## src/rtl/spi_cmd_decoder_if.sv

```systemverilog
// SPI pin and protection-block signal bundle for spi_cmd_decoder.
// master = SPI host / protection block side, slave = decoder side.
`timescale 1ns/1ps
interface spi_cmd_decoder_if;
  logic        cs;
  logic        si;
  logic [7:0]  prot_data_in;
  logic        so;
  logic        so_oe;
  logic [31:0] addr;
  logic        prot;
  logic        unprot;
  logic        r_sector;
  logic        wel;
  logic [7:0]  opcode;

  modport master (
    output cs, si, prot_data_in,
    input  so, so_oe, addr, prot, unprot, r_sector, wel, opcode
  );

  modport slave (
    input  cs, si, prot_data_in,
    output so, so_oe, addr, prot, unprot, r_sector, wel, opcode
  );
endinterface

```

## src/rtl/spi_cmd_decoder.sv

```systemverilog
// SPI mode-0 command decoder feeding the sector protection register.
// Optional feature macro: SPI_DECODER_WEL_EN (write-enable latch gating of protect/unprotect).
`timescale 1ns/1ps
module spi_cmd_decoder #(
  parameter int ADDR_BITS = 24
) (
  input  logic               sck,
  input  logic               rst_n,
  spi_cmd_decoder_if.slave   bus
);

  localparam logic [7:0] OP_WREN      = 8'h06;
  localparam logic [7:0] OP_WRDI      = 8'h04;
  localparam logic [7:0] OP_PROTECT   = 8'h36;
  localparam logic [7:0] OP_UNPROTECT = 8'h39;
  localparam logic [7:0] OP_READ_PROT = 8'h3C;
  localparam logic [5:0] LAST_CNT     = 6'(ADDR_BITS + 7);

  typedef enum logic [2:0] {
    S_IDLE,
    S_OPC,
    S_ADDR,
    S_DATA,
    S_DONE,
    S_ABORT
  } state_t;

  state_t                 r_state;
  logic [5:0]             r_cnt;
  logic [6:0]             r_opc_sh;
  logic                   r_rsec;
  logic [7:0]             r_opcode;
  logic [ADDR_BITS-1:0]   r_addr;
  logic                   r_prot;
  logic                   r_unprot;
  logic                   r_so;
  logic [6:0]             r_so_sh;
  logic [2:0]             r_so_cnt;

  logic                   w_clr_n;
  logic [7:0]             w_opc_in;
  logic                   w_opc_done;
  logic                   w_last_addr;
  logic                   w_wel;

  // Deselect (cs high) clears the per-command state just like reset does.
  assign w_clr_n     = rst_n & ~bus.cs;
  assign w_opc_in    = {r_opc_sh, bus.si};
  assign w_opc_done  = (r_state == S_OPC) && (r_cnt == 6'd7);
  assign w_last_addr = (r_state == S_ADDR) && (r_cnt == LAST_CNT);

  always_ff @(posedge sck or negedge w_clr_n) begin
    if (!w_clr_n) begin
      r_state  <= S_IDLE;
      r_cnt    <= 6'd0;
      r_opc_sh <= 7'd0;
      r_rsec   <= 1'b0;
    end else begin
      if (r_cnt != 6'd63) r_cnt <= r_cnt + 6'd1;
      case (r_state)
        S_IDLE: begin
          r_opc_sh <= {r_opc_sh[5:0], bus.si};
          r_state  <= S_OPC;
        end
        S_OPC: begin
          r_opc_sh <= {r_opc_sh[5:0], bus.si};
          if (r_cnt == 6'd7) begin
            case (w_opc_in)
              OP_WREN, OP_WRDI:                      r_state <= S_DONE;
              OP_PROTECT, OP_UNPROTECT, OP_READ_PROT: r_state <= S_ADDR;
              default:                               r_state <= S_OPC;
            endcase
          end
        end
        S_ADDR: begin
          if (r_cnt == LAST_CNT) begin
            if (r_opcode == OP_READ_PROT) begin
              r_state <= S_DATA;
              r_rsec  <= 1'b1;
            end else begin
              r_state <= S_DONE;
            end
          end
        end
        // Any clock past a complete command invalidates it.
        S_DONE:  r_state <= S_ABORT;
        S_DATA:  r_state <= S_DATA;
        S_ABORT: r_state <= S_ABORT;
        default: r_state <= S_IDLE;
      endcase
    end
  end

  // Results that must survive the cs rise live outside the cs-cleared domain.
  always_ff @(posedge sck or negedge rst_n) begin
    if (!rst_n) begin
      r_opcode <= 8'h00;
      r_addr   <= '0;
      r_prot   <= 1'b0;
      r_unprot <= 1'b0;
    end else begin
      if (w_opc_done) r_opcode <= w_opc_in;
      if (r_state == S_ADDR) r_addr <= {r_addr[ADDR_BITS-2:0], bus.si};
      r_prot   <= w_last_addr && (r_opcode == OP_PROTECT)   && w_wel;
      r_unprot <= w_last_addr && (r_opcode == OP_UNPROTECT) && w_wel;
    end
  end

`ifdef SPI_DECODER_WEL_EN
  logic r_wel;
  logic r_wren_done;
  logic r_wrdi_done;
  logic r_pu_done;

  // Each flag is true only while the command sits exactly at its completion edge count.
  always_ff @(posedge sck or negedge rst_n) begin
    if (!rst_n) begin
      r_wren_done <= 1'b0;
      r_wrdi_done <= 1'b0;
      r_pu_done   <= 1'b0;
    end else begin
      r_wren_done <= w_opc_done && (w_opc_in == OP_WREN);
      r_wrdi_done <= w_opc_done && (w_opc_in == OP_WRDI);
      r_pu_done   <= w_last_addr &&
                     ((r_opcode == OP_PROTECT) || (r_opcode == OP_UNPROTECT));
    end
  end

  always_ff @(posedge bus.cs or negedge rst_n) begin
    if (!rst_n) begin
      r_wel <= 1'b0;
    end else if (r_wren_done) begin
      r_wel <= 1'b1;
    end else if (r_wrdi_done || r_pu_done) begin
      r_wel <= 1'b0;
    end
  end

  assign w_wel = r_wel;
`else
  assign w_wel = 1'b1;
`endif

  // Status byte is (re)loaded every 8 falling edges, first load on the falling edge after the last address bit.
  always_ff @(negedge sck or negedge w_clr_n) begin
    if (!w_clr_n) begin
      r_so     <= 1'b0;
      r_so_sh  <= 7'd0;
      r_so_cnt <= 3'd0;
    end else if (r_state == S_DATA) begin
      if (r_so_cnt == 3'd0) begin
        r_so    <= bus.prot_data_in[7];
        r_so_sh <= bus.prot_data_in[6:0];
      end else begin
        r_so    <= r_so_sh[6];
        r_so_sh <= {r_so_sh[5:0], 1'b0};
      end
      r_so_cnt <= r_so_cnt + 3'd1;
    end
  end

  assign bus.so       = r_so;
  assign bus.so_oe    = r_rsec;
  assign bus.r_sector = r_rsec;
  assign bus.addr     = 32'(r_addr);
  assign bus.prot     = r_prot;
  assign bus.unprot   = r_unprot;
  assign bus.wel      = w_wel;
  assign bus.opcode   = r_opcode;

endmodule
```

## src/flat_wrapper.sv

```systemverilog
// flat-port wrapper written by rule: the top's interface ports become plain ports
module spi_cmd_decoder_flat 
#(
  parameter int ADDR_BITS = 24
)
  (sck, rst_n, bus_cs, bus_si, bus_prot_data_in, bus_so, bus_so_oe, bus_addr, bus_prot, bus_unprot, bus_r_sector, bus_wel, bus_opcode);
  spi_cmd_decoder_if bus_i ();
  input  logic sck;
  input  logic rst_n;
  input wire logic [$bits(bus_i.cs)-1:0] bus_cs;
  input wire logic [$bits(bus_i.si)-1:0] bus_si;
  input wire logic [$bits(bus_i.prot_data_in)-1:0] bus_prot_data_in;
  output wire logic [$bits(bus_i.so)-1:0] bus_so;
  output wire logic [$bits(bus_i.so_oe)-1:0] bus_so_oe;
  output wire logic [$bits(bus_i.addr)-1:0] bus_addr;
  output wire logic [$bits(bus_i.prot)-1:0] bus_prot;
  output wire logic [$bits(bus_i.unprot)-1:0] bus_unprot;
  output wire logic [$bits(bus_i.r_sector)-1:0] bus_r_sector;
  output wire logic [$bits(bus_i.wel)-1:0] bus_wel;
  output wire logic [$bits(bus_i.opcode)-1:0] bus_opcode;
  assign bus_i.cs = bus_cs;
  assign bus_i.si = bus_si;
  assign bus_i.prot_data_in = bus_prot_data_in;
  assign bus_so = bus_i.so;
  assign bus_so_oe = bus_i.so_oe;
  assign bus_addr = bus_i.addr;
  assign bus_prot = bus_i.prot;
  assign bus_unprot = bus_i.unprot;
  assign bus_r_sector = bus_i.r_sector;
  assign bus_wel = bus_i.wel;
  assign bus_opcode = bus_i.opcode;
  spi_cmd_decoder #(.ADDR_BITS(ADDR_BITS)) u_core (.sck(sck), .rst_n(rst_n), .bus(bus_i));
endmodule
```

## config.mk

```make
export PLATFORM = sky130hd
export DESIGN_NAME = spi_cmd_decoder_flat
export DESIGN_NICKNAME = d
export VERILOG_FILES = /design/src/rtl/spi_cmd_decoder_if.sv /design/src/rtl/spi_cmd_decoder.sv /design/src/flat_wrapper.sv
export SDC_FILE = /design/constraint.sdc
export NUM_CORES = 1
export LEC_CHECK = 0
export CAP_MARGIN = 20
export CORE_UTILIZATION = 40
export DETAILED_ROUTE_END_ITERATION = 8
export PLACE_DENSITY = 0.73
export SYNTH_ARGS = -nofsm -noshare
export SYNTH_HDL_FRONTEND = slang
export SYNTH_SLANG_ARGS = --single-unit
```

## constraint.sdc

```tcl
create_clock -name sck -period 4.7 [get_ports sck]
set_input_delay 0.94 -clock sck [delete_from_list [all_inputs] [get_ports sck]]
set_output_delay 0.94 -clock sck [all_outputs]
set_load 0.05 [all_outputs]
```

**Yosys cells after proc, flatten, opt, wreduce, memory -nomap -nowiden**

Cells that the tools add are included.

- Add/subtract/negate cells: 2
- Bitwise operators: 2
- Muxes and demuxes: 7
- Eq/ne operators: 18
- Reductions and logical operators: 12

Operators with widths:

| cell | number |
|---|---|
| == test 8 x 6 -> 1 bit, second input constant | 6 |
| == test 8 x 3 -> 1 bit, second input constant | 2 |
| one-hot mux 3 bit (5 select lines) | 1 |
| two-way mux 3 bit | 3 |
| two-way mux 7 bit | 1 |
| adder 6 x 1 -> 6 bit, second input constant | 1 |
| == test 3 x 2 -> 1 bit, second input constant | 2 |
| == test 3 bit, second input constant | 2 |
| == test 6 x 3 -> 1 bit, second input constant | 1 |
| == test 6 x 5 -> 1 bit, second input constant | 1 |
| logical NOT 3 bit | 2 |
| inequality test 6 bit, second input constant | 1 |
| one-hot mux 3 bit (2 select lines) | 1 |
| OR reduction 2 bit | 3 |
| logical AND 1 bit | 4 |
| adder 3 x 1 -> 3 bit, second input constant | 1 |
| == test 3 x 1 -> 1 bit, second input constant | 1 |
| AND reduction 3 bit | 1 |
| OR reduction 3 bit | 1 |
| inequality test 2 x 1 -> 1 bit, second input constant | 1 |
| inequality test 2 bit, second input constant | 1 |
| AND reduction 2 bit | 1 |
| bitwise AND 1 bit | 1 |
| two-way mux 1 bit | 1 |
| NOT 1 bit | 1 |

- Input port bits: 12
- Output and inout bits: 46
- Bits in registers: 62
- Logic and storage cells: 52

**Depth between registers and ports, before layout**

Gate-level depths: netlist of the first run.

- Depth in word-level cells: 5
- Mapped depth: 6
- Mapped depth without buffers: 5

==> results of run 1 <==
-- stage by stage --
step	hold slack (ps)	total power [mW]	instance area [sq um]	utilization
floorplan	399.8	0.5820	2714	-
global placement	417.7	0.5972	3211	0.4999
detailed placement	430.0	0.5976	3211	0.4999
CTS	424.6	1.066	3410	0.5309
global route	453.9	1.096	3410	0.5309
finish	418.7	1.048	3410	0.5309
-- routing by layer --
metal	GRT usage	wire (um)
met1	0.1792	2073
met2	0.2228	2281
met3	0.06528	213
met4	0.07053	80
met5	0	0
-- Yosys cell counts (2+ instances only) --
cell type  number  area, sq um
mux2_2         41        461.7
a21oi_1         2        10.01
nand2_1        14        52.55
buf_4          11        82.58
dfrtp_1        51         1276
nand2b_1        4        25.02
ha_1            3        37.54
nor2b_1         3        18.77
nor2_1          9        33.78
o22ai_1         2        12.51
nor4b_1         2        17.52
clkbuf_1        2        7.510
xnor2_1         4        35.03
o21ai_0         9        45.04
buf_2           2        10.01
inv_1           2        7.510
a211oi_1        2        15.01
mux2i_1         7        70.07
dfrtn_1        11        275.3
conb_1          2        7.510
nor3_1          3        15.01
nand3_1         6        30.03
-- path summary, 6_finish.rpt --
kind / from / end / slack [ps] / depth (start not counted)
hold reg to reg: u_core.r_so_cnt[2]$_DFFE_NN0N_ / u_core.r_so_cnt[2]$_DFFE_NN0N_ / 420 / 1
setup reg to reg: u_core.r_state[1]$_DFFE_PN0P_ / u_core.r_so_cnt[1]$_DFFE_NN0N_ / 800 / 3
max in group asynchronous: bus_cs / u_core.bus.so$_DFFE_NN0N_ / 990 / 3
setup / recovery: u_core.bus.so$_DFFE_NN0N_ / bus_so / 490 / 1
hold / removal: u_core.r_so_cnt[2]$_DFFE_NN0N_ / u_core.r_so_cnt[2]$_DFFE_NN0N_ / 420 / 1
min in group asynchronous: rst_n / u_core.r_addr[0]$_DFFE_PN0N_ / 1050 / 2
-- flip-flops by register name, summed over array words and instances, names as in the netlist --
register             cells
u_core.r_state           3
u_core.r_cnt             6
u_core.bus.r_sector      1
u_core.bus.opcode        8
u_core.r_opc_sh          7
u_core.r_so_sh           7
u_core.bus.unprot        1
u_core.bus.prot          1
u_core.r_addr           24
u_core.bus.so            1
u_core.r_so_cnt          3
-- cells by family after synthesis --
family,Yosys count,share of synthesized area
DFF,62,0.5778
muxes,48,0.1980
and+or+nand+nor,52,0.1081
other,2,0.002797
AOI/OAI and AO/OA,19,0.04287
adders and majority gates,3,0.01398
xor gates and xnor gates,5,0.01631
buffers and inverters,17,0.04008
-- worst reg2reg max path: stages, from the launching register on --
cell	delay, ps
dfrtp_1	450
nor2b_1	170
nand2_1	370
mux2_2	390
-- layout make-up --
type,instances,area share
flip-flops and latches,62,0.4550
multi-input cells,136,0.3094
repair buffers,51,0.1468
clock buffers,9,0.03633
well taps,77,0.02826
clock inverters,7,0.02202
inverters,2,0.002202
-- power breakdown --
group | internal, mW | switching (mW) | leakage, nW | total (mW)
logic | 0.0132 | 0.0331 | 0.606 | 0.0463
registers | 0.538 | 0.00220 | 0.828 | 0.540
clock network | 0.245 | 0.216 | 0.0914 | 0.461
total | 0.796 | 0.252 | 1.52 | 1.05
==> qor.json, run 1 <==
{
  "gr-usage-all-layers": {"value": 0.1472},
  "post_cts.repair.setup_buffers": {"value": 0},
  "worst-endpoint-required": {"value": 3760, "unit": "ps"},
  "tritoncts_clock_tree": {"value": "yes"},
  "numPlacedInstances": {"value": 328},
  "place.gp.congestion": {"value": 0.7083},
  "grt_antenna_before_repair": {"value": 0},
  "share_of_final_layout_standard_cells_stronger_than_drive_strength_1": {"value": 0.2584},
  "final_common_cell": {"value": "dfrtp_1"},
  "n_fill_cell": {"value": 569},
  "floorplan.die_area": {"value": 0.007044, "unit": "sq mm"},
  "fin_ws": {"value": 486.6, "unit": "ps"},
  "cts_resized": {"value": 0},
  "drv.max_cap_violation_count": {"value": 0},
  "clock-skew-final": {"value": 13.98, "unit": "ps"},
  "clock_tree.htree_level_count": {"value": 3},
  "finalMaxSlewViolations": {"value": 0},
  "worst_slew_pin_slew": {"value": 881.6, "unit": "ps"},
  "ys_dominant_reg_cell": {"value": "dfrtp_1"},
  "failed_checks": {"value": "design-rule violations"},
  "layout-area-overhead-vs-synth": {"value": 26.98, "unit": "%"},
  "worst_path_largest_cell_delay": {"value": 400, "unit": "ps"},
  "slew-limit-headroom": {"value": 0.4111},
  "cp_cell_sequence": {"value": "buf_4"},
  "crit_type": {"value": "reg2out"},
  "synth_edf_count": {"value": 0},
  "synth.yosys.seq_area_share": {"value": 0.5778},
  "postRouteAntennaNets": {"value": 0},
  "netlist_instances": {"value": 208},
  "ioPinCount": {"value": 58},
  "place.detailed.hpwl": {"value": 3.186, "unit": "mm"},
  "synth_cell_types": {"value": 38},
  "post_drt_wl_per_cell": {"value": 13.51, "unit": "um"},
  "timing.critical_path.arrival": {"value": 3270, "unit": "ps"},
  "min_path_type": {"value": "reg2reg"},
  "critical_path.startpoint_type": {"value": "flip-flop"},
  "dieWidth": {"value": 83.93, "unit": "um"},
  "drcViolationCount": {"value": 4},
  "multi_input_comb_area": {"value": 0.001055, "unit": "sq mm"},
  "stdcell_count": {"value": 344},
  "critical_path.n_buffers_inverters": {"value": 1},
  "path_max_fanout": {"value": 2},
  "setup_total_negative_slack": {"value": 0, "unit": "ps"},
  "std_cell_rows": {"value": 29},
  "crit_slowest_cell": {"value": "dfrtn_1"},
  "floorplan.initialDensity": {"value": 0.4181},
  "syn-mean-instance-area": {"value": 12.91, "unit": "sq um"},
  "critical-path-top-delay-family": {"value": "flip-flops"},
  "setup.worst_path.end_class": {"value": "output port"},
  "synth-seq-cells": {"value": 62},
  "global_route.overflow_total": {"value": 0},
  "tritoncts.num_buffers": {"value": 9},
  "vias_per_cell": {"value": 4.945},
  "dr.pass1.iters": {"value": 6},
  "vias_in_the_first_global_route": {"value": 1673},
  "yosysWarningCount": {"value": 0},
  "status": {"value": "finished, violations left"},
  "rsz0062_at_grt": {"value": "false"},
  "asyncSetResetFlopFracSynth": {"value": 1.000},
  "cts_hold_buffers": {"value": 0},
  "clock-root-buffer": {"value": "clkbuf_8"},
  "synthesis.area": {"value": 0.002685, "unit": "sq mm"},
  "layout_net_count": {"value": 277},
  "clkTransAtPathRegs": {"value": 50, "unit": "ps"},
  "maximum_number_of_pins_on_one_net_before_global_route_repair": {"value": 35},
  "power_leakage": {"value": 1.525, "unit": "nW"},
  "cellPowerDensity": {"value": 307.3, "unit": "mW/mm^2"},
  "dp_slack": {"value": 586.4, "unit": "ps"},
  "grt_pass1_wl": {"value": 7.872, "unit": "mm"},
  "detailroute.via_count": {"value": 1701},
  "count_of_antenna_diodes_in_the_layout": {"value": 0},
  "ff_latch_area": {"value": 0.001551, "unit": "sq mm"},
  "die_height": {"value": 83.93, "unit": "um"},
  "drt_first_iter_violations": {"value": 86},
  "floorplan.core_area": {"value": 0.006422, "unit": "sq mm"},
  "clock_insertion_delay_worst_skew": {"value": 340, "unit": "ps"},
  "finalSetupViolations": {"value": 0},
  "clock-sinks": {"value": 62},
  "total_wirelength_of_the_detailed_routed_design": {"value": 4.649, "unit": "mm"},
  "port_buffers": {"value": 48},
  "clockBufferDepth": {"value": 2},
  "vdd_drop_max": {"value": 0.2278, "unit": "mV"},
  "most-common-layout-cells": {"value": "dfrtp_1 (51), clkdlybuf4s50_1 (47), mux2_2 (41), nand2_1 (14), dfrtn_1 (11)"},
  "final_hold_fails": {"value": 0}
}
Note: power is estimated with default switching activity, not from simulation.
==> run 2: changes to the inputs <==
--- a/config.mk
+++ b/config.mk
@@ -8,7 +8,8 @@
 export CAP_MARGIN = 20
 export CORE_UTILIZATION = 40
 export DETAILED_ROUTE_END_ITERATION = 8
-export PLACE_DENSITY = 0.73
+export PLACE_DENSITY = 0.65
+export REMOVE_ABC_BUFFERS = 1
 export SYNTH_ARGS = -nofsm -noshare
 export SYNTH_HDL_FRONTEND = slang
 export SYNTH_SLANG_ARGS = --single-unit
==> qor.json, run 2 (synthesis results as in run 1) <==
{
  "worst-endpoint-required": {"value": 3760, "unit": "ps", "change": "about the same"},
  "failed_checks": {"value": "design-rule violations", "change": "unchanged"},
  "layout-area-overhead-vs-synth": {"value": 27.59, "unit": "%", "change": "was 26.98%"},
  "regMostFlops": {"value": "u_core.r_addr", "change": "unchanged"},
  "vias_in_the_first_global_route": {"value": 1697, "change": "was 1,673"},
  "finalHoldWorstSlack": {"value": 422.1, "unit": "ps", "change": "was 418.7 ps"},
  "slew-limit-headroom": {"value": 0.4466, "change": "was 0.4111"},
  "floorplan.initialDensity": {"value": 0.4181, "change": "unchanged"},
  "clock_insertion_delay_worst_skew": {"value": 330, "unit": "ps", "change": "was 340 ps"},
  "sw_ratio": {"value": 0.2182, "change": "was 0.2402"},
  "finalMaxSlewViolations": {"value": 0, "change": "unchanged"},
  "cellPowerDensity": {"value": 312.6, "unit": "mW/mm^2", "change": "was 307.3 mW/mm^2"},
  "vias_per_cell": {"value": 4.991, "change": "was 4.945"},
  "final_common_cell": {"value": "dfrtp_1", "change": "unchanged"},
  "worst_path_largest_cell_delay": {"value": 400, "unit": "ps", "change": "about the same"},
  "floorplan.die_area": {"value": 0.007044, "unit": "sq mm", "change": "unchanged"},
  "drt_first_iter_violations": {"value": 83, "change": "was 86"},
  "maximum_number_of_pins_on_one_net_before_global_route_repair": {"value": 35, "change": "unchanged"},
  "cp_cell_sequence": {"value": "buf_4", "change": "unchanged"},
  "power_leakage": {"value": 1.544, "unit": "nW", "change": "was 1.525 nW"},
  "finalSetupViolations": {"value": 0, "change": "unchanged"},
  "crit_slowest_cell": {"value": "dfrtn_1", "change": "unchanged"},
  "tritoncts.num_buffers": {"value": 9, "change": "unchanged"},
  "fin_ws": {"value": 493.0, "unit": "ps", "change": "was 486.6 ps"},
  "drv.max_cap_violation_count": {"value": 0, "change": "unchanged"},
  "intPower": {"value": 0.8371, "unit": "mW", "change": "was 0.7962 mW"},
  "clock-root-buffer": {"value": "clkbuf_8", "change": "unchanged"},
  "setup.worst_path.end_class": {"value": "output port", "change": "unchanged"},
  "clockPowerShare": {"value": 0.452, "change": "was 0.440"},
  "critical-path-top-delay-family": {"value": "flip-flops", "change": "unchanged"},
  "timing.critical_path.arrival": {"value": 3270, "unit": "ps", "change": "about the same"},
  "grt_antenna_before_repair": {"value": 0, "change": "unchanged"},
  "path_max_fanout": {"value": 2, "change": "unchanged"},
  "n_fill_cell": {"value": 573, "change": "was 569"},
  "place.gp.congestion": {"value": 0.6977, "change": "was 0.7083"},
  "postRouteAntennaNets": {"value": 0, "change": "unchanged"},
  "crit_type": {"value": "reg2out", "change": "unchanged"},
  "clock-sinks": {"value": 62, "change": "unchanged"},
  "port_buffers": {"value": 48, "change": "unchanged"},
  "critical_path.startpoint_type": {"value": "flip-flop", "change": "unchanged"},
  "layout_net_count": {"value": 277, "change": "unchanged"},
  "clock_tree.htree_level_count": {"value": 3, "change": "unchanged"},
  "total_wirelength_of_the_detailed_routed_design": {"value": 4.620, "unit": "mm", "change": "was 4.649 mm"},
  "floorplan.core_area": {"value": 0.006422, "unit": "sq mm", "change": "unchanged"},
  "status": {"value": "finished, violations left", "change": "unchanged"},
  "rsz0062_at_grt": {"value": "false", "change": "unchanged"},
  "final_hold_fails": {"value": 0, "change": "unchanged"},
  "power.share.combinational": {"value": 0.043, "change": "was 0.044"},
  "flip_flop_count_of_the_largest_register_after_layout": {"value": 24, "change": "unchanged"},
  "clockBufferDepth": {"value": 2, "change": "unchanged"},
  "vdd_drop_max": {"value": 0.1411, "unit": "mV", "change": "was 0.2278 mV"},
  "cts_resized": {"value": 0, "change": "unchanged"},
  "count_of_antenna_diodes_in_the_layout": {"value": 0, "change": "unchanged"},
  "clock-skew-final": {"value": 9.616, "unit": "ps", "change": "was 13.98 ps"},
  "dieWidth": {"value": 83.93, "unit": "um", "change": "unchanged"},
  "tritoncts_clock_tree": {"value": "yes", "change": "unchanged"},
  "finalCoreUtilization": {"value": 0.5334, "change": "was 0.5309"},
  "gr-usage-all-layers": {"value": 0.1463, "change": "was 0.1472"},
  "ioPinCount": {"value": 58, "change": "unchanged"},
  "worst_slew_pin_slew": {"value": 828.4, "unit": "ps", "change": "was 881.6 ps"},
  "post_drt_wl_per_cell": {"value": 13.43, "unit": "um", "change": "was 13.51 um"},
  "min_path_type": {"value": "reg2reg", "change": "unchanged"},
  "post_cts.repair.setup_buffers": {"value": 0, "change": "unchanged"},
  "detailroute.via_count": {"value": 1717, "change": "was 1,701"},
  "most-common-layout-cells": {"value": "dfrtp_1 (51), clkdlybuf4s50_1 (47), mux2_2 (41), nand2_1 (14)", "change": "was dfrtp_1 (51), clkdlybuf4s50_1 (47), mux2_2 (41), nand2_1 (14), dfrtn_1 (11)"},
  "clkTransAtPathRegs": {"value": 50, "unit": "ps", "change": "about the same"},
  "drcViolationCount": {"value": 8, "change": "was 4"},
  "share_of_final_layout_standard_cells_stronger_than_drive_strength_1": {"value": 0.2509, "change": "was 0.2584"},
  "grt_pass1_wl": {"value": 8.017, "unit": "mm", "change": "was 7.872 mm"},
  "power.share.sequential": {"value": 0.505, "change": "was 0.516"},
  "cts_hold_buffers": {"value": 0, "change": "unchanged"},
  "total_switching_power": {"value": 0.2337, "unit": "mW", "change": "was 0.2517 mW"},
  "die_height": {"value": 83.93, "unit": "um", "change": "unchanged"},
  "dp_slack": {"value": 563.9, "unit": "ps", "change": "was 586.4 ps"},
  "critical_path.n_buffers_inverters": {"value": 1, "change": "unchanged"},
  "global_route.overflow_total": {"value": 0, "change": "unchanged"},
  "place.detailed.hpwl": {"value": 3.162, "unit": "mm", "change": "was 3.186 mm"},
  "dr.pass1.iters": {"value": 6, "change": "unchanged"},
  "std_cell_rows": {"value": 29, "change": "unchanged"}
}
-- run 2: area by class of cell --
class / instances / area, sq um / area share
clock buffer: 15 / 209.0 / 0.06099
clock inverter: 1 / 6.256 / 0.001826
tap: 77 / 96.34 / 0.02812
sequential: 62 / 1551 / 0.4529
multi-input combinational: 136 / 1055 / 0.3079
timing repair buffer: 51 / 500.5 / 0.1461
inverter: 2 / 7.507 / 0.002191
-- run 2: worst paths after layout --
kind                                                start                              to  slack (ps)  depth (start not counted)
hold / removal             u_core.r_so_cnt[2]$_DFFE_NN0N_  u_core.r_so_cnt[2]$_DFFE_NN0N_         420                          1
min in group asynchronous                           rst_n   u_core.r_addr[13]$_DFFE_PN0N_        1040                          2
hold reg to reg            u_core.r_so_cnt[2]$_DFFE_NN0N_  u_core.r_so_cnt[2]$_DFFE_NN0N_         420                          1
max in group asynchronous                           rst_n  u_core.r_so_cnt[2]$_DFFE_NN0N_        1010                          3
setup reg to reg            u_core.r_state[1]$_DFFE_PN0P_  u_core.r_so_cnt[1]$_DFFE_NN0N_         790                          3
setup / recovery                u_core.bus.so$_DFFE_NN0N_                          bus_so         490                          1
-- run 2: power groups by stage --
stage,combinational (mW),sequential [mW],clock [mW]
after floorplan,0.0229,0.553,0
after global placement,0.0467,0.550,0
after detailed placement,0.0471,0.550,0
after CTS,0.0472,0.540,0.496
after global routing,0.0504,0.541,0.518
final,0.0461,0.540,0.484
-- run 2: per-layer routing --
layer  vias up  GRT usage  wire length, um
met5         -          0                0
met4         0    0.08464              108
met3         9    0.03561              193
met2        42     0.2176             2080
met1       844     0.1947             2238
li1        822          -                -
-- run 2: per-stage QoR --
step	instances	power [mW]	instance area, sq um	setup TNS, ps
final	344	1.071	3426	0
after global routing	344	1.109	3426	0
after CTS	344	1.084	3426	0
after detailed placement	328	0.5976	3211	0
after global placement	328	0.5968	3211	0
after floorplan	200	0.5759	2611	-1160
==> run 3: changes to the inputs <==
--- a/config.mk
+++ b/config.mk
@@ -8,6 +8,7 @@
 export CAP_MARGIN = 20
 export CORE_UTILIZATION = 40
 export DETAILED_ROUTE_END_ITERATION = 8
+export GPL_TIMING_DRIVEN = 0
 export PLACE_DENSITY = 0.65
 export REMOVE_ABC_BUFFERS = 1
 export SYNTH_ARGS = -nofsm -noshare
==> qor.json, run 3 (synthesis results as in run 1) <==
{
  "status": {"value": "finished, violations left", "change": "unchanged"},
  "failed_checks": {"value": "design-rule violations", "change": "unchanged"},
  "floorplan.die_area": {"value": 0.007044, "unit": "sq mm", "change": "unchanged"},
  "detailroute.via_count": {"value": 1705, "change": "was 1,717"},
  "cp_cell_sequence": {"value": "dlygate4sd2_1", "change": "was buf_4"},
  "cellPowerDensity": {"value": 308.1, "unit": "mW/mm^2", "change": "was 312.6 mW/mm^2"},
  "power_leakage": {"value": 1.540, "unit": "nW", "change": "was 1.544 nW"},
  "place.detailed.hpwl": {"value": 3.236, "unit": "mm", "change": "was 3.162 mm"},
  "flip_flop_count_of_the_largest_register_after_layout": {"value": 24, "change": "unchanged"},
  "critical-path-top-delay-family": {"value": "buffers and inverters", "change": "was flip-flops"},
  "dieWidth": {"value": 83.93, "unit": "um", "change": "unchanged"},
  "placed_cell_area": {"value": 0.003216, "unit": "sq mm", "change": "was 0.003211 sq mm"},
  "finalCoreUtilization": {"value": 0.5324, "change": "was 0.5334"},
  "setup.worst_path.end_class": {"value": "output port", "change": "unchanged"},
  "worst_path_largest_cell_delay": {"value": 520, "unit": "ps", "change": "was 400 ps"},
  "clock_tree.htree_level_count": {"value": 3, "change": "unchanged"},
  "critical_path.n_buffers_inverters": {"value": 1, "change": "unchanged"},
  "numPlacedInstances": {"value": 327, "change": "was 328"},
  "tritoncts_clock_tree": {"value": "yes", "change": "unchanged"},
  "count_of_antenna_diodes_in_the_layout": {"value": 0, "change": "unchanged"},
  "most-common-layout-cells": {"value": "dfrtp_1 (51), clkdlybuf4s50_1 (46), mux2_2 (41), nand2_1 (14), dfrtn_1 (11)", "change": "was dfrtp_1 (51), clkdlybuf4s50_1 (47), mux2_2 (41), nand2_1 (14)"},
  "std_cell_rows": {"value": 29, "change": "unchanged"},
  "worst_slew_pin_slew": {"value": 851.3, "unit": "ps", "change": "was 828.4 ps"},
  "post_cts.repair.setup_buffers": {"value": 0, "change": "unchanged"},
  "clock-root-buffer": {"value": "clkbuf_8", "change": "unchanged"},
  "place.gp.congestion": {"value": 0.7053, "change": "was 0.6977"},
  "reg2reg_from": {"value": "u_core.r_state[1]$_DFFE_PN0P_", "change": "unchanged"},
  "stdcell_count": {"value": 343, "change": "was 344"},
  "gr-usage-all-layers": {"value": 0.1483, "change": "was 0.1463"},
  "total_wirelength_of_the_detailed_routed_design": {"value": 4.661, "unit": "mm", "change": "was 4.620 mm"},
  "final_hold_fails": {"value": 0, "change": "unchanged"},
  "rsz0062_at_grt": {"value": "false", "change": "unchanged"},
  "postRouteAntennaNets": {"value": 0, "change": "unchanged"},
  "crit_slowest_cell": {"value": "dlygate4sd2_1", "change": "was dfrtn_1"},
  "dr.pass1.iters": {"value": 6, "change": "unchanged"},
  "grt_pass1_wl": {"value": 7.914, "unit": "mm", "change": "was 8.017 mm"},
  "slew-limit-headroom": {"value": 0.4313, "change": "was 0.4466"},
  "timing.critical_path.arrival": {"value": 3600, "unit": "ps", "change": "was 3270 ps"},
  "post_drt_wl_per_cell": {"value": 13.59, "unit": "um", "change": "was 13.43 um"},
  "vias_per_cell": {"value": 4.971, "change": "was 4.991"},
  "clock-sinks": {"value": 62, "change": "unchanged"},
  "p_total": {"value": 1.054, "unit": "mW", "change": "was 1.071 mW"},
  "clock-skew-final": {"value": 11.90, "unit": "ps", "change": "was 9.616 ps"},
  "share_of_final_layout_standard_cells_stronger_than_drive_strength_1": {"value": 0.2481, "change": "was 0.2509"},
  "vdd_drop_max": {"value": 0.1585, "unit": "mV", "change": "was 0.1411 mV"},
  "maximum_number_of_pins_on_one_net_before_global_route_repair": {"value": 36, "change": "was 35"},
  "vias_in_the_first_global_route": {"value": 1619, "change": "was 1,697"},
  "grt_antenna_before_repair": {"value": 0, "change": "unchanged"},
  "tritoncts.num_buffers": {"value": 9, "change": "unchanged"},
  "global_route.overflow_total": {"value": 0, "change": "unchanged"},
  "clockBufferDepth": {"value": 2, "change": "unchanged"},
  "layout-area-overhead-vs-synth": {"value": 27.35, "unit": "%", "change": "was 27.59%"},
  "finalSetupViolations": {"value": 0, "change": "unchanged"},
  "clkTransAtPathRegs": {"value": 50, "unit": "ps", "change": "about the same"},
  "final_common_cell": {"value": "dfrtp_1", "change": "unchanged"},
  "layout_net_count": {"value": 276, "change": "was 277"},
  "min_path_type": {"value": "reg2reg", "change": "unchanged"},
  "drt_first_iter_violations": {"value": 45, "change": "was 83"},
  "regMostFlops": {"value": "u_core.r_addr", "change": "unchanged"},
  "finalMaxSlewViolations": {"value": 0, "change": "unchanged"},
  "drv.max_cap_violation_count": {"value": 0, "change": "unchanged"},
  "path_max_fanout": {"value": 2, "change": "unchanged"},
  "ioPinCount": {"value": 58, "change": "unchanged"},
  "drcViolationCount": {"value": 8, "change": "unchanged"},
  "floorplan.core_area": {"value": 0.006422, "unit": "sq mm", "change": "unchanged"},
  "floorplan.initialDensity": {"value": 0.4181, "change": "unchanged"},
  "crit_type": {"value": "reg2out", "change": "unchanged"},
  "port_buffers": {"value": 48, "change": "unchanged"},
  "worst-endpoint-required": {"value": 3760, "unit": "ps", "change": "about the same"},
  "critical_path.startpoint_type": {"value": "flip-flop", "change": "unchanged"},
  "die_height": {"value": 83.93, "unit": "um", "change": "unchanged"},
  "postLayoutCellArea": {"value": 0.003420, "unit": "sq mm", "change": "was 0.003426 sq mm"},
  "setup_total_negative_slack": {"value": 0, "unit": "ps", "change": "unchanged"},
  "clock_insertion_delay_worst_skew": {"value": 330, "unit": "ps", "change": "about the same"},
  "cp-startpoint": {"value": "u_core.bus.so$_DFFE_NN0N_", "change": "unchanged"},
  "worstHoldStart": {"value": "u_core.bus.so$_DFFE_NN0N_", "change": "was u_core.r_so_cnt[2]$_DFFE_NN0N_"}
}
run 3: report_power, final:
group	switching, mW	internal, mW	leakage (nW)
registers	0.00196	0.538	0.828
logic	0.0329	0.0127	0.605
clock network	0.199	0.269	0.107
total	0.234	0.820	1.54
run 3: path summary, 6_finish.rpt:
path	endpoint	slack (ps)	depth (start not counted)
worst max-delay path	bus_so	160	1
worst min-delay path	u_core.bus.so$_DFFE_NN0N_	420	2
worst max register to register	u_core.r_so_cnt[1]$_DFFE_NN0N_	790	3
worst min register to register	u_core.bus.so$_DFFE_NN0N_	420	2
max in group asynchronous	u_core.r_so_sh[0]$_DFFE_NN0N_	380	3
min in group asynchronous	u_core.r_addr[12]$_DFFE_PN0N_	670	1
run 3: layout make-up:
type                       count  area (sq um)
tap                           77         96.34
fill                         563          3003
timing repair buffer          50         504.2
multi-input combinational    136          1055
inverter                       2         7.507
sequential                    62          1551
clock buffer                  14         195.2
clock inverter                 2         10.01
run 3: per-stage QoR:
stage	worst slack [ps]	hold slack, ps
after floorplan	-105.5	399.8
after global placement	-2507	420.1
after detailed placement	-103.9	430.0
after CTS	141.1	431.6
after global routing	98.38	449.5
final	161.6	424.9
run 3: what timing repair did:
| action | CTS | global route |
|---|---|---|
| gates resized for setup | 1 | 0 |
| setup endpoints to repair | 1 | 0 |
| hold buffers | 0 | 0 |
run 3: metal layers:
layer,global-route usage,wire (um),share of wire,up-vias
met4,0.1034,128,0.027,0
li1,-,-,-,824
met5,0,0,0,-
met1,0.2018,2253,0.48,824
met3,0.03264,203,0.044,11
met2,0.2094,2075,0.45,46
